==> src/rtl/code_mem_arbiter.sv <==
// code_mem_arbiter
// Shares the single .text code-memory port between instruction fetch (read-only)
// and the loader/debug port (read/write). Fetch has fixed priority, but a loader
// that has lost STARVE_LIMIT arbitrations in a row is forced through next.
// Each transaction takes three cycles: IDLE (grant), ACCESS (one memory strobe),
// RESP (one acknowledge pulse to the owner).
module code_mem_arbiter #(
    parameter logic [63:0] BEGINNING_TEXT = 64'h0000_0000_0040_0000,
    parameter logic [63:0] END_TEXT       = 64'h0000_0000_0040_3FFC,
    parameter int unsigned STARVE_LIMIT   = 4
) (
    input  logic        iCLK,
    input  logic        iRST,
    input  logic        iFetchReq,
    input  logic [63:0] iFetchAddr,
    output logic        oFetchAck,
    output logic [31:0] oFetchData,
    output logic        oFetchErr,
    input  logic        iLdReq,
    input  logic        iLdWe,
    input  logic [63:0] iLdAddr,
    input  logic [63:0] iLdWData,
    input  logic [7:0]  iLdBE,
    output logic        oLdAck,
    output logic [31:0] oLdRData,
    output logic        oLdErr,
    output logic        oMemRE,
    output logic        oMemWE,
    output logic [7:0]  oMemBE,
    output logic [63:0] oMemAddr,
    output logic [63:0] oMemWData,
    input  logic [31:0] iMemRData,
    output logic        oBusy
);

    typedef enum logic [1:0] {
        S_IDLE   = 2'd0,
        S_ACCESS = 2'd1,
        S_RESP   = 2'd2
    } state_t;

    localparam int CNT_W = (STARVE_LIMIT < 1) ? 1 : $clog2(STARVE_LIMIT + 1);
    localparam logic [CNT_W-1:0] LIMIT_C = CNT_W'(STARVE_LIMIT);

    state_t           r_state;
    logic [CNT_W-1:0] r_starve;
    logic             r_owner_ld;
    logic             r_we;
    logic             r_err;
    logic             r_mem_re;
    logic             r_mem_we;
    logic [7:0]       r_mem_be;
    logic [63:0]      r_mem_addr;
    logic [63:0]      r_mem_wdata;
    logic             r_fetch_ack;
    logic             r_ld_ack;

    logic             w_any_req;
    logic             w_grant_ld;
    logic [63:0]      w_sel_addr;
    logic             w_sel_we;
    logic             w_sel_err;

    // Range and word-alignment check applied to the granted address.
    function automatic logic addr_err(input logic [63:0] a);
        return (a < BEGINNING_TEXT) || (a > END_TEXT) || (a[1:0] != 2'b00);
    endfunction

    // Arbitration: fetch wins unless the loader has been passed over STARVE_LIMIT times.
    always_comb begin
        w_any_req  = iFetchReq | iLdReq;
        w_grant_ld = iLdReq & (~iFetchReq | (r_starve == LIMIT_C));
        w_sel_addr = w_grant_ld ? iLdAddr : iFetchAddr;
        w_sel_we   = w_grant_ld & iLdWe;
        w_sel_err  = addr_err(w_sel_addr);
    end

    // Transaction FSM with registered strobes, acknowledges and starvation counter.
    always_ff @(posedge iCLK) begin
        if (iRST) begin
            r_state     <= S_IDLE;
            r_starve    <= '0;
            r_owner_ld  <= 1'b0;
            r_we        <= 1'b0;
            r_err       <= 1'b0;
            r_mem_re    <= 1'b0;
            r_mem_we    <= 1'b0;
            r_mem_be    <= '0;
            r_mem_addr  <= '0;
            r_mem_wdata <= '0;
            r_fetch_ack <= 1'b0;
            r_ld_ack    <= 1'b0;
        end else begin
            // Strobes and acks are single-cycle pulses; the memory bus idles at zero.
            r_mem_re    <= 1'b0;
            r_mem_we    <= 1'b0;
            r_mem_be    <= '0;
            r_mem_addr  <= '0;
            r_mem_wdata <= '0;
            r_fetch_ack <= 1'b0;
            r_ld_ack    <= 1'b0;
            case (r_state)
                S_IDLE: begin
                    if (w_any_req) begin
                        r_state    <= S_ACCESS;
                        r_owner_ld <= w_grant_ld;
                        r_we       <= w_sel_we;
                        r_err      <= w_sel_err;
                        if (!w_sel_err) begin
                            r_mem_addr <= w_sel_addr;
                            if (w_sel_we) begin
                                r_mem_we    <= 1'b1;
                                r_mem_be    <= iLdBE;
                                r_mem_wdata <= iLdWData;
                            end else begin
                                r_mem_re <= 1'b1;
                            end
                        end
                        // Count only fetch wins that leave a loader waiting.
                        if (w_grant_ld || !iLdReq) begin
                            r_starve <= '0;
                        end else if (r_starve != LIMIT_C) begin
                            r_starve <= r_starve + CNT_W'(1);
                        end
                    end
                end
                S_ACCESS: begin
                    r_state     <= S_RESP;
                    r_fetch_ack <= ~r_owner_ld;
                    r_ld_ack    <= r_owner_ld;
                end
                S_RESP: begin
                    r_state <= S_IDLE;
                end
                default: begin
                    r_state <= S_IDLE;
                end
            endcase
        end
    end

    // Read data arrives from memory during RESP, so it is steered straight to the owner.
    always_comb begin
        oMemRE     = r_mem_re & ~iRST;
        oMemWE     = r_mem_we & ~iRST;
        oMemBE     = r_mem_be;
        oMemAddr   = r_mem_addr;
        oMemWData  = r_mem_wdata;
        oFetchAck  = r_fetch_ack;
        oLdAck     = r_ld_ack;
        oFetchErr  = r_fetch_ack & r_err;
        oLdErr     = r_ld_ack & r_err;
        oFetchData = (r_fetch_ack & ~r_we & ~r_err) ? iMemRData : 32'h0;
        oLdRData   = (r_ld_ack & ~r_we & ~r_err) ? iMemRData : 32'h0;
        oBusy      = (r_state != S_IDLE);
    end

endmodule

==> config.mk <==
export PLATFORM = sky130hd
export DESIGN_NAME = code_mem_arbiter
export DESIGN_NICKNAME = d
export VERILOG_FILES = /design/src/rtl/code_mem_arbiter.sv
export SDC_FILE = /design/constraint.sdc
export NUM_CORES = 1
export LEC_CHECK = 0
export ABC_AREA = 0
export BUFFER_PORTS_ARGS = -buffer_cell sky130_fd_sc_hd__buf_4
export CAP_MARGIN = 20
export CORE_AREA = 2 2 170 172
export DETAILED_ROUTE_END_ITERATION = 12
export DIE_AREA = 0 0 172 174
export GPL_TIMING_DRIVEN = 0
export PLACE_DENSITY = 0.42
export SLEW_MARGIN = 0
export SYNTH_ARGS = -nofsm -noshare
export SYNTH_HDL_FRONTEND = slang
export SYNTH_SLANG_ARGS = --single-unit
export TNS_END_PERCENT = 1
==> constraint.sdc <==
create_clock -name iCLK -period 2.2 [get_ports iCLK]
set_clock_uncertainty 0.05 [all_clocks]
set_input_delay 0.33 -clock iCLK [delete_from_list [all_inputs] [get_ports iCLK]]
set_output_delay 0.33 -clock iCLK [all_outputs]
set_load 0.05 [all_outputs]
==> metrics.md, run 1 <==
| Metric | Value |
|---|---|
| Vias per inst | `3.50` |
| Layout cells sized above 1 | `52.6%` |
| Yosys cell types | `32` |
| Average wire per standard cell | `14.1 um` |
| Leak | `4.64 nW` |
| GR Util All Layers | `12.1%` |
| RePlAce Congestion | `0.766` |
| Primary FF master, synth | `dfxtp_1` |
| Worst path slowest cell | `dfxtp_1` |
| Sequential power share | `42.4%` |
| Maximum root-to-sink buffer count | `2` |
| Gate power share | `12.8%` |
| Peak VDD IR | `0.484 mV` |
| RSZ-0062 raised after global routing | `true` |
| Port bufs | `442` |
| Number of synthesized flops with an enable pin | `0` |
| Final core occ | `32.9%` |
| TritonCTS clock tree | `yes` |
| Final period utilization | `94.6%` |
| CP required | `1.82 ns` |
| P_sw | `1.84 mW` |
| Clock network fraction of total power | `44.9%` |
| Placement row count | `62` |
| H-tree depth | `4` |
| Pins Over Slew Limit | `0` |
| Total CTS buffers | `17` |
| Setup Crit Path Kind | `register to primary output` |
| Critical Path AT | `1.70 ns` |
| Die width | `172 um` |
| CP max FO | `10` |
| Hold slack | `0.0556 ns` |
| DR iter-0 viols | `125` |
| Worst hold path type | `input pin to register` |
| Clk sinks | `148` |
| Initial antenna violation count | `1` |
| Critical path's largest stage delay | `0.39 ns` |
| Synth warn | `0` |
| First-pass GRT wire length | `26,900 um` |
| Synthesized area | `4650 sq um` |
| Max Cap Viol | `0` |
| Post-CTS Hold Buffers | `0` |
| # nets final | `1,176` |
| Min cycle time layout | `2.08 ns` |
| Vias in the first global route | `4,701` |
| Post-Place Cells | `1,302` |
| Count of state elements after synthesis | `148` |
| Clk_lat worst skew | `0.41 ns` |
| Largest net degree at the start of global routing | `19` |
| Final global-route overflow total | `0` |
| Outcome | `finished, final reports clean` |
| Die height | `174 um` |
| Core Area | `28,200 sq um` |
| Worst-path cell chain | `nor3b_4 -> clkbuf_2 -> and2_1 -> buf_4` |
| Avg Inst Size Synth | `10.9 sq um` |
| Final setup fails | `0` |
| Slew at the pin closest to its max-slew limit | `0.578 ns` |
| CP Launch Type | `register` |
| Area grow syn2layout | `99.9%` |
| CTS root buffer | `clkbuf_16` |
| Die area | `29,900 sq um` |
| Fin cells | `1,334` |
| Place WS | `-0.0392 ns` |
| Routed Antenna Nets | `0` |
| Mapped Cells | `426` |
| N_diodes | `0` |
| Slew margin rel. | `61.5%` |
| FFs w/ async S/R, synth | `0%` |
| Final WS setup | `0.119 ns` |
| Total power | `6.52 mW` |
| Pint | `4.68 mW` |
| Dpl hpwl | `15,600 um` |
| DRT Wirelength | `18,900 um` |
| CP Capture Type | `primary output` |
| Final Hold Viols | `0` |
| Initial Util | `16.5%` |
| Peak Freq | `481 MHz` |
| Sw Share | `28.2%` |
| # DRC | `0` |
| Drt pass-1 iters | `4` |
| Worst-path clk slew | `0.08 ns` |
| Via count | `4,664` |
| PwrDens | `700 nW/um^2` |
| Num ports | `444` |
| Sequential fraction of the synthesis area | `63.7%` |
==> per-layer routing <==
layer	track usage [%]	wire (um)	part of all wire, %	up-vias
met5	0	0	0	-
met4	3.75	263	1.4	0
met3	3.71	1660	8.8	12
met2	22.6	9950	53	254
met1	13.0	7000	37	2041
li1	-	-	-	2357
==> flip-flops by register name (all words and copies together), names as in the netlist, 2 cells and up <==
signal,flops
r_state,2
r_starve,3
oMemBE,8
oMemAddr,64
oMemWData,64
==> power groups by stage <==
stage / Clock (mW) / Combinational (mW) / Sequential, mW
after global routing: 3.19 / 0.883 / 2.77
after detailed placement: 0 / 0.832 / 2.82
after floorplan: 0 / 0.167 / 3.00
after global placement: 0 / 0.834 / 2.82
final: 2.92 / 0.831 / 2.76
after CTS: 3.06 / 0.837 / 2.76
==> cell usage in the layout (no fill, tap or decap), types with 5 or more instances in the layout <==
cell,instances
dfxtp_1,148
buf_4,443
inv_1,5
clkbuf_16,17
inv_8,5
conb_1,51
clkinv_8,6
and2_1,140
nor2_1,12
nor4_1,22
buf_6,7
nand2_1,27
a21oi_1,15
nand4_1,6
==> kinds of logic after synthesis <==
group                      synth area share, %
buffers and inverters                     2.93
and+or+nand+nor                           28.4
DFF                                       63.7
other                                   0.0806
adders and majority gates                0.538
AOI/OAI and AO/OA                         4.38
==> Yosys cell counts, types with 3 or more instances <==
cell type / n / area, sq um
nor2_1: 12 / 45.0
buf_6: 7 / 78.8
nor2b_1: 3 / 18.8
nand2_1: 27 / 101
and2_1: 140 / 876
inv_1: 5 / 18.8
o21ai_0: 3 / 15.0
nor3_1: 4 / 20.0
dfxtp_1: 148 / 2960
nand4_1: 6 / 37.5
a21oi_1: 15 / 75.1
clkbuf_1: 9 / 33.8
nor4_1: 22 / 138
nor3b_1: 3 / 22.5
==> worst max-delay path, delay by kind of cell (launching register included) <==
kind,cells,cell delay (ns)
and+or+nand+nor,2,0.45
DFF,1,0.39
buffers and inverters,2,0.45
==> repair_timing <==
item	CTS	global route
resized for setup	9	11
cloned	0	0
pin swaps	2	3
setup endpoints to repair	70	138
setup buffers	0	0
endpoints found under the hold margin	0	0
==> layout make-up <==
type                       instances  area [sq um]
buffer                            17           133
inverter                           5          18.8
clock inverter                    15           188
sequential                       148          2960
multi-input combinational        306          1780
timing repair buffer             442          3320
fill                            3038         18900
clock buffer                      17           425
tap                              384           480
==> metrics by stage <==
| stage | instance area [sq um] | TNS [ns] |
|---|---|---|
| after detailed placement | 8640 | -0.0392 |
| after global placement | 8640 | -0.0473 |
| after CTS | 9280 | -0.0315 |
| final | 9300 | 0 |
| after floorplan | 4840 | 0 |
| after global routing | 9300 | -1.42 |
==> final timing paths <==
kind | start | to | slack, ns | cells after the start
worst max-delay path | r_err | oFetchData[29] | 0.12 | 4
worst max register to register | r_starve[0] | oMemWData[49] | 0.12 | 8
worst min register to register | r_owner_ld | oFetchAck | 0.39 | 1
worst min-delay path | iLdWData[24] | oMemWData[24] | 0.06 | 2
Note: power is estimated with default switching activity, not from simulation.
==> run 2: changes to the inputs <==
--- a/config.mk
+++ b/config.mk
@@ -13,6 +13,7 @@
 export DIE_AREA = 0 0 172 174
 export GPL_TIMING_DRIVEN = 0
 export PLACE_DENSITY = 0.42
+export RECOVER_POWER = 50
 export SLEW_MARGIN = 0
 export SYNTH_ARGS = -nofsm -noshare
 export SYNTH_HDL_FRONTEND = slang
==> metrics.md, run 2 (synthesized netlist as in run 1, its figures left out) <==
| Metric | Value |
|---|---|
| DR iter-0 viols | `135 (was 125)` |
| N_diodes | `0 (unchanged)` |
| H-tree depth | `4 (unchanged)` |
| Gate power share | `12.3% (was 12.8%)` |
| Area grow syn2layout | `91.2% (was 99.9%)` |
| Final period utilization | `94.6% (about the same)` |
| Worst hold path type | `input pin to register (unchanged)` |
| Sw Share | `28.4% (was 28.2%)` |
| CP max FO | `10 (unchanged)` |
| Drt pass-1 iters | `4 (unchanged)` |
| Worst-path clk slew | `0.08 ns (about the same)` |
| CP Launch Type | `register (unchanged)` |
| Place WS | `-0.0392 ns (unchanged)` |
| Vias in the first global route | `4,701 (unchanged)` |
| Total power | `6.48 mW (was 6.52 mW)` |
| Most common cell after layout, fill and taps aside | `buf_4 (unchanged)` |
| Slew margin rel. | `52.5% (was 61.5%)` |
| Clock network fraction of total power | `45.1% (was 44.9%)` |
| Clk sinks | `148 (unchanged)` |
| Routed Antenna Nets | `0 (unchanged)` |
| First-pass GRT wire length | `26,900 um (unchanged)` |
| Fill cell total of the finished layout | `3,108 (was 3,038)` |
| Outcome | `finished, final reports clean (unchanged)` |
| PwrDens | `728 nW/um^2 (was 700 nW/um^2)` |
| Max Cap Viol | `0 (unchanged)` |
| CP required | `1.82 ns (about the same)` |
| Final Hold Viols | `0 (unchanged)` |
| # DRC | `0 (unchanged)` |
| Via count | `4,674 (was 4,664)` |
| Slew at the pin closest to its max-slew limit | `0.715 ns (was 0.578 ns)` |
| Largest net degree at the start of global routing | `19 (unchanged)` |
| DRT Wirelength | `19,000 um (was 18,900 um)` |
| Initial Util | `16.5% (unchanged)` |
| Num ports | `444 (unchanged)` |
| Fin cells | `1,334 (unchanged)` |
| Final setup fails | `0 (unchanged)` |
| Post-CTS Hold Buffers | `0 (unchanged)` |
| Pins Over Slew Limit | `0 (unchanged)` |
| Core Area | `28,200 sq um (unchanged)` |
| Critical Path AT | `1.70 ns (about the same)` |
| CP Capture Type | `primary output (unchanged)` |
| P_sw | `1.84 mW (about the same)` |
| Final global-route overflow total | `0 (unchanged)` |
| Average wire per standard cell | `14.3 um (was 14.1 um)` |
| Layout cells sized above 1 | `41.3% (was 52.6%)` |
| Worst path slowest cell | `dfxtp_1 (unchanged)` |
| Placement row count | `62 (unchanged)` |
| Dpl hpwl | `15,600 um (unchanged)` |
| Peak VDD IR | `0.484 mV (about the same)` |
| GR Util All Layers | `12.1% (unchanged)` |
| Final WS setup | `0.119 ns (about the same)` |
| Pint | `4.64 mW (was 4.68 mW)` |
| Leak | `4.21 nW (was 4.64 nW)` |
| # nets final | `1,176 (unchanged)` |
| Maximum root-to-sink buffer count | `2 (unchanged)` |
| Commonest non-fill, non-tap cells in the layout | `buf_4 (335), dfxtp_1 (148), and2_1 (139) (was buf_4 (443), dfxtp_1 (148), and2_1 (140))` |
| Sequential power share | `42.6% (was 42.4%)` |
| Initial antenna violation count | `1 (unchanged)` |
| Worst-path cell chain | `nor3b_4 -> clkbuf_2 -> and2_1 -> buf_4 (unchanged)` |
| RePlAce Congestion | `0.766 (unchanged)` |
| Die height | `174 um (unchanged)` |
| Vias per inst | `3.50 (about the same)` |
| Final core occ | `31.5% (was 32.9%)` |
| Post-Place Cells | `1,302 (unchanged)` |
| Setup Crit Path Kind | `register to primary output (unchanged)` |
| RSZ-0062 raised after global routing | `true (unchanged)` |
| TritonCTS clock tree | `yes (unchanged)` |
| Total CTS buffers | `17 (unchanged)` |
| Min cycle time layout | `2.08 ns (about the same)` |
| Die area | `29,900 sq um (unchanged)` |
| Port bufs | `442 (unchanged)` |
| Post-route setup TNS | `0 ns (unchanged)` |
| CTS root buffer | `clkbuf_16 (unchanged)` |
| Peak Freq | `480 MHz (was 481 MHz)` |
| Clk_lat worst skew | `0.41 ns (about the same)` |
| Die width | `172 um (unchanged)` |
| Total setup buffers inserted after CTS | `0 (unchanged)` |
| Critical path's largest stage delay | `0.39 ns (about the same)` |
## run 2: cell types whose count changed in the layout (fill, tap and decap cells not counted)
cell and change:
and2_0 +1, and2_1 -1, buf_4 -108, clkbuf_1 +108
## run 2: cell type report
cell class	count	area, sq um	area share (%)
multi-input combinational	306	1780	20.0
clock buffer	17	425	4.78
inverter	5	18.8	0.211
buffer	17	133	1.49
tap	384	480	5.40
timing repair buffer	442	2910	32.7
clock inverter	15	188	2.11
sequential	148	2960	33.3
## run 2: power groups by stage
stage	Combinational, mW	Sequential (mW)	Clock, mW
after detailed placement	0.832	2.82	0
after global placement	0.834	2.82	0
after global routing	0.848	2.77	3.19
after floorplan	0.167	3.00	0
final	0.796	2.76	2.92
after CTS	0.837	2.76	3.06
## run 2: per-stage QoR
stage | hold slack (ns) | area [sq um]
floorplan | 0.357 | 4840
global placement | 0.381 | 8640
detailed placement | 0.381 | 8640
CTS | 0.0338 | 9280
global route | 0.0340 | 8900
finish | 0.0546 | 8900
## run 2: repair_timing
action / in CTS / in global routing
gates cloned: 0 / 0
gates resized for setup: 9 / 11
pin swaps: 2 / 3
hold endpoints to repair: 0 / 0
endpoints found under the setup margin: 70 / 138
## run 2: final timing paths
path	start	endpoint	slack, ns	depth (start not counted)
setup / recovery	r_err	oFetchData[29]	0.12	4
hold reg to reg	r_owner_ld	oFetchAck	0.39	1
setup reg to reg	r_starve[0]	oMemWData[49]	0.12	8
hold / removal	iLdWData[24]	oMemWData[24]	0.05	2
## run 2: critical path: cells and delay by family, from the launching register on
kind,cells,cell delay (ns)
and+or+nand+nor,2,0.45
DFF,1,0.39
buffers and inverters,2,0.45
## run 2: layer usage
metal / wire [um] / track usage [%] / vias up
met5: 0 / 0 / -
met4: 263 / 3.75 / 0
met3: 1600 / 3.71 / 12
met2: 9920 / 22.6 / 255
met1: 7230 / 13.0 / 2049
li1: - / - / 2358
